**src/rtl/dac_share_pkg.sv**
```systemverilog
// Shared definitions for the DAC/ADC sharing arbiters.
// Holds the state encoding and the default DAC word width.
package dac_share_pkg;

    localparam int DAC_WID_DEF = 24;

    localparam logic [1:0] IDLE    = 2'd0;
    localparam logic [1:0] XFER    = 2'd1;
    localparam logic [1:0] RELEASE = 2'd2;

    typedef enum logic [1:0] {
        S_IDLE    = IDLE,
        S_XFER    = XFER,
        S_RELEASE = RELEASE
    } state_t;

endpackage

```
**src/rtl/dac_share_arbiter_rr_pick.sv**
```systemverilog
// rr_pick: combinational round-robin priority encoder.
// Ports: req (request vector), ptr (search start) -> valid, idx.
module rr_pick #(
    parameter int N = 3,
    parameter int W = 2
) (
    input  logic [N-1:0] req,
    input  logic [W-1:0] ptr,
    output logic         valid,
    output logic [W-1:0] idx
);

    int best_d;
    int d;

    // Pick the set bit with the smallest distance above ptr, modulo N.
    always_comb begin
        valid  = 1'b0;
        idx    = '0;
        best_d = N;
        d      = 0;
        for (int j = 0; j < N; j++) begin
            d = j - int'(ptr);
            if (d < 0) d = d + N;
            if (req[j] && d < best_d) begin
                best_d = d;
                idx    = W'(j);
                valid  = 1'b1;
            end
        end
    end

endmodule

```
**src/rtl/dac_share_arbiter.sv**
```systemverilog
// Round-robin arbiter sharing one DAC SPI master among NUM_REQ requesters.
// Ports: clk, rst (async high); per-requester req_arm/req_finished/req_out/req_in
// (packed, word i at [i*DAC_WID +: DAC_WID]); dac_arm/dac_finished/dac_out/dac_in
// to the DAC master; busy, grant_id, timeout_err status.
// Optional: DAC_SHARE_ARBITER_TIMEOUT_EN adds timeout_cycles and a watchdog.
module dac_share_arbiter
    import dac_share_pkg::*;
#(
    parameter int DAC_WID     = DAC_WID_DEF,
    parameter int NUM_REQ     = 3,
    parameter int REQ_IDX_WID = 2,
    parameter int TIMEOUT_WID = 16
) (
    input  logic                       clk,
    input  logic                       rst,
    input  logic [NUM_REQ-1:0]         req_arm,
    output logic [NUM_REQ-1:0]         req_finished,
    input  logic [NUM_REQ*DAC_WID-1:0] req_out,
    output logic [NUM_REQ*DAC_WID-1:0] req_in,
    output logic                       dac_arm,
    input  logic                       dac_finished,
    output logic [DAC_WID-1:0]         dac_out,
    input  logic [DAC_WID-1:0]         dac_in,
`ifdef DAC_SHARE_ARBITER_TIMEOUT_EN
    input  logic [TIMEOUT_WID-1:0]     timeout_cycles,
`endif
    output logic                       busy,
    output logic [REQ_IDX_WID-1:0]     grant_id,
    output logic                       timeout_err
);

    if ((2 ** REQ_IDX_WID) < NUM_REQ || NUM_REQ < 2 || TIMEOUT_WID < 1) begin : g_bad_cfg
        $error("dac_share_arbiter: bad parameters");
    end

    state_t                 state;
    logic [REQ_IDX_WID-1:0] rr_ptr;
    logic                   aborted;
    logic                   pick_valid;
    logic [REQ_IDX_WID-1:0] pick_idx;
    logic [DAC_WID-1:0]     pick_word;
    logic                   arm_g;
    logic [REQ_IDX_WID-1:0] g_next;

    rr_pick #(
        .N (NUM_REQ),
        .W (REQ_IDX_WID)
    ) u_pick (
        .req   (req_arm),
        .ptr   (rr_ptr),
        .valid (pick_valid),
        .idx   (pick_idx)
    );

    always_comb begin
        arm_g     = 1'b0;
        pick_word = '0;
        for (int i = 0; i < NUM_REQ; i++) begin
            if (grant_id == REQ_IDX_WID'(i)) arm_g = req_arm[i];
            if (pick_idx == REQ_IDX_WID'(i)) pick_word = req_out[i*DAC_WID +: DAC_WID];
        end
    end

    // Wrap at NUM_REQ, not at the index width.
    assign g_next = (grant_id == REQ_IDX_WID'(NUM_REQ - 1)) ? '0 : grant_id + 1'b1;
    assign busy   = (state != S_IDLE);

`ifdef DAC_SHARE_ARBITER_TIMEOUT_EN
    logic [TIMEOUT_WID-1:0] tmr;
`else
    assign timeout_err = 1'b0;
`endif

    always_ff @(posedge clk or posedge rst) begin
        if (rst) begin
            state        <= S_IDLE;
            rr_ptr       <= '0;
            grant_id     <= '0;
            dac_arm      <= 1'b0;
            dac_out      <= '0;
            req_finished <= '0;
            req_in       <= '0;
            aborted      <= 1'b0;
`ifdef DAC_SHARE_ARBITER_TIMEOUT_EN
            tmr          <= '0;
            timeout_err  <= 1'b0;
`endif
        end else begin
            unique case (state)
                S_IDLE: begin
                    if (pick_valid) begin
                        grant_id <= pick_idx;
                        dac_out  <= pick_word;
                        dac_arm  <= 1'b1;
                        aborted  <= 1'b0;
                        state    <= S_XFER;
`ifdef DAC_SHARE_ARBITER_TIMEOUT_EN
                        tmr      <= timeout_cycles;
`endif
                    end
                end
                S_XFER: begin
                    // An aborted transfer still runs to completion on the bus.
                    if (!arm_g) aborted <= 1'b1;
                    if (dac_finished) begin
                        for (int i = 0; i < NUM_REQ; i++) begin
                            if (grant_id == REQ_IDX_WID'(i)) begin
                                req_in[i*DAC_WID +: DAC_WID] <= dac_in;
                                req_finished[i] <= arm_g && !aborted;
                            end
                        end
                        dac_arm <= 1'b0;
                        state   <= S_RELEASE;
                    end
`ifdef DAC_SHARE_ARBITER_TIMEOUT_EN
                    // tmr==0 means the watchdog is off; it fires as it would hit 0.
                    else if (tmr == TIMEOUT_WID'(1)) begin
                        for (int i = 0; i < NUM_REQ; i++) begin
                            if (grant_id == REQ_IDX_WID'(i))
                                req_finished[i] <= arm_g && !aborted;
                        end
                        dac_arm     <= 1'b0;
                        timeout_err <= 1'b1;
                        tmr         <= '0;
                        state       <= S_RELEASE;
                    end else if (tmr != '0) begin
                        tmr <= tmr - 1'b1;
                    end
`endif
                end
                S_RELEASE: begin
                    if (!arm_g && !dac_finished) begin
                        req_finished <= '0;
                        rr_ptr       <= g_next;
                        state        <= S_IDLE;
                    end
                end
                default: state <= S_IDLE;
            endcase
        end
    end

endmodule

```
**config.mk**
```make
export PLATFORM = sky130hd
export DESIGN_NAME = dac_share_arbiter
export DESIGN_NICKNAME = d
export VERILOG_FILES = /design/src/rtl/dac_share_pkg.sv /design/src/rtl/dac_share_arbiter_rr_pick.sv /design/src/rtl/dac_share_arbiter.sv
export SDC_FILE = /design/constraint.sdc
export NUM_CORES = 1
export LEC_CHECK = 0
export BUFFER_PORTS_ARGS = -buffer_cell sky130_fd_sc_hd__buf_2
export CAP_MARGIN = 0
export CORE_MARGIN = 10
export CORE_UTILIZATION = 49
export DETAILED_ROUTE_END_ITERATION = 8
export GPL_TIMING_DRIVEN = 1
export PLACE_DENSITY = 0.87
export SKIP_LAST_GASP = 1
export SLEW_MARGIN = 25
export SYNTH_ARGS = -nofsm -noshare
export SYNTH_HDL_FRONTEND = slang
export SYNTH_HIERARCHICAL = 1
export SYNTH_SLANG_ARGS = --single-unit
```
**constraint.sdc**
```tcl
create_clock -name clk -period 3.95 [get_ports clk]
set_clock_uncertainty 0.05 [all_clocks]
set_input_delay 0.395 -clock clk [delete_from_list [all_inputs] [get_ports clk]]
set_output_delay 0.395 -clock clk [all_outputs]
set_load 0.01 [all_outputs]
```
==> results.md <==
- 1st-pass router iterations: 4
- Mapped Area: 5070 µm²
- Pleak: 0.00325 µW
- Initial Util: 0.498
- Sum of buffers and inverters on the critical path: 2
- DR DRC count: 0
- Antenna violations before repair: 0
- Post-DP HPWL: 10.8 mm
- Vias in the first global route: 4,247
- Global-route wire length before repair: 21.6 mm
- Max-cap violations: 0
- Synth cell types: 46
- Vias/cell: 5.37
- FF+latch count, synth: 107
- Area grow syn2layout: 28.3%
- VDD IR max: 512 µV
- Wirelength, routed: 14.1 mm
- Nets@finish: 706
- Cts bufs inserted: 9
- CTS H-Tree Depth: 3
- Port Buffers: 204
- FP Rows: 37
- Worst Path Arrival: 3990 ps
- Final Setup Violations: 0
- Slowest-stage cell, CP: dfrtp_2
- Core Footprint: 10,200 µm²
- Cts hold-fix bufs: 0
- Period utilisation layout: 0.960
- Slew @ Worst Pin: 733 ps
- Sw Ratio: 0.401
- Final worst path period need: 3790 ps
- Required time of the critical path: 4150 ps
- Die area: 14,800 µm²
- CTS Buffer Depth: 2
- Flop2flop setup slack: 160 ps
- Syn nets: 506
- Crit path max fanout: 24
- Die W: 122 µm
- Top_reg_cell synth: dfrtp_1
- Commonest non-fill, non-tap cell in the layout: buf_2
- Critical path class: flop to flop
- CP top delay family: compound AO/OA/AOI/OAI gates
- Register area share after synthesis: 0.528
- Remaining antenna violation count: 0
- Most frequent cells in the layout: 204 x buf_2, 106 x dfrtp_1, 56 x mux2_2, 27 x mux2i_1, 27 x nor2_1
- Crit path top cell by count: ha_1
- Seq pwr share: 0.335
- Worst stage delay on the critical path: 460 ps
- Outcome: finished clean
- Fin. Hold Viols: 0
- Share of layout cells above drive strength 1: 0.544
- I/O pin cnt: 206
- Post-synth ARST share: 1.00
- GP Congestion: 0.789
- CP Launch Type: flop
- Clk pwr share: 0.117
- Ant diodes: 0
- Via count: 3,936
- Hold Crit Class: primary input to async pin
- CP Capture Type: flop
- Final Core Density: 0.639
- Worst slew margin: 0.511
- R2R cell count: 17
- Max Transition Viols Final: 0
- Net switching power figure: 2370 µW
- Fillers: 791
- Setup_tns: 0 ps
- Peak Freq: 264 MHz
- RSZ-0062 raised after global routing: no
- GRT Total Usage: 0.179
- Root Driver: clkbuf_8
- CP Cell Sequence: ha_1 -> and2_1 -> ha_1 -> o21ai_2 -> a31oi_4 -> nor2_4 -> mux2_1 -> ha_1 -> o21ai_0 -> a21oi_1 -> nor2b_2 -> a2111o_1 -> nor3b_4 -> buf_12 -> buf_12 -> nor2_1 -> a21oi_1
- Synth warnings: 6
- Int Power: 3540 µW
- Reg-to-Reg Start: rr_ptr[0]
- Wire per inst: 19.2 µm
- Initial DRC count: 218
- Die Y: 122 µm
- Avg Cell Area, Syn: 12.9 µm²
- Clock latency at the later pin of the worst-skew pair: 350 ps
- Number of synthesized flops with an enable pin: 0
- Grt total ovfl: 0
- Pin count of the biggest net entering global routing: 87
- Hold WS: 99.5 ps
- Post-synthesis cell count: 392
- CTS tree: built
- Reg clk slew, reported paths: 130 ps
- CTS sink cnt: 107
- Pwr dens: 910 nW/µm²
- Worst R2R End: dac_out[20]
- Logic gate share of total power: 0.548
power by group through the flow:
| stage | registers (µW) | clock network (µW) | logic, µW |
|---|---|---|---|
| after detailed placement | 2000 | 0 | 3080 |
| after global routing | 2040 | 762 | 3520 |
| after CTS | 1980 | 714 | 3090 |
| after global placement | 1950 | 0 | 2960 |
| after floorplan | 2180 | 0 | 1830 |
| final | 1980 | 694 | 3240 |
kinds of logic (layout without fill, tap and decap cells):
kind of cell    count (synthesis)  in the layout  share of synthesized area
other cells                     2              2                    0.00148
buf+inv                        34            239                     0.0385
flops                         107            107                      0.528
simple gates                   67             67                     0.0731
fa+ha+maj                      12             12                     0.0296
mux                           103            103                      0.236
compound gates                 67             67                     0.0926
synth_stat cells, drive strengths merged, types with 6 or more instances:
cell | count | area share
ha | 12 | 0.030
mux2i | 27 | 0.053
clkbuf | 6 | 0.0044
o21ai | 8 | 0.0086
a21oi | 25 | 0.025
buf | 19 | 0.027
a2bb2oi | 24 | 0.041
nor2 | 28 | 0.021
mux2 | 76 | 0.18
inv | 9 | 0.0067
nor2b | 7 | 0.0091
dfrtp | 107 | 0.53
repair_timing:
action,CTS,global route
endpoints found under the setup margin,7,26
gates resized for setup,1,13
pin swaps,0,2
buffers inserted,0,1
cloned,0,1
worst max-delay path by stage:
stage	startpoint	end	slack, ps	cells after the start
after global routing	rr_ptr[0]	dac_out[14]	4	17
after CTS	rr_ptr[0]	dac_out[0]	20	16
after floorplan	rr_ptr[1]	dac_out[10]	340	18
after detailed placement	rr_ptr[0]	dac_out[10]	2	16
final	rr_ptr[0]	dac_out[20]	160	17
after global placement	rr_ptr[0]	dac_out[13]	250	16
per-stage QoR:
step,area [µm²],cells,worst slack (ps),total power (µW)
2_1_floorplan,5070,392,342,4010
3_3_place_gp,6180,715,254,4920
3_5_place_dp,6190,715,1.66,5070
4_1_cts,6410,731,20.0,5780
5_1_grt,6500,733,4.32,6320
6_report,6500,733,157,5920
layout make-up:
type,count,area (µm²),area share
multi-input cells,251,2250,0.345
repair buffers,214,1150,0.178
clock buffers,9,124,0.0190
clock inverters,7,91.3,0.0140
inverters,9,38.8,0.00596
flip-flops and latches,107,2680,0.412
well taps,136,170,0.0262
registers in the layout, summed over array words and instances, names as in the netlist:
name / count
req_in: 72
dac_out: 24
req_finished: 3
grant_id: 2
rr_ptr: 2
state: 2
aborted: 1
dac_arm: 1
worst reg2reg max path: cells and delay by family (launching register included):
| kind | cells | cell delay [ps] |
|---|---|---|
| muxes | 1 | 310 |
| AOI/OAI and AO/OA | 6 | 1090 |
| DFF | 1 | 460 |
| adders and majority gates | 3 | 850 |
| and+or+nand+nor | 5 | 640 |
| buffers and inverters | 2 | 300 |
layer usage:
| metal | track usage | up-vias | share of wire |
|---|---|---|---|
| met4 | 0.0559 | 0 | 0.023 |
| li1 | - | 1796 | - |
| met1 | 0.208 | 1942 | 0.41 |
| met2 | 0.300 | 174 | 0.48 |
| met3 | 0.0671 | 24 | 0.082 |
| met5 | 0 | - | 0 |
Note: power is estimated with default switching activity, not from simulation.
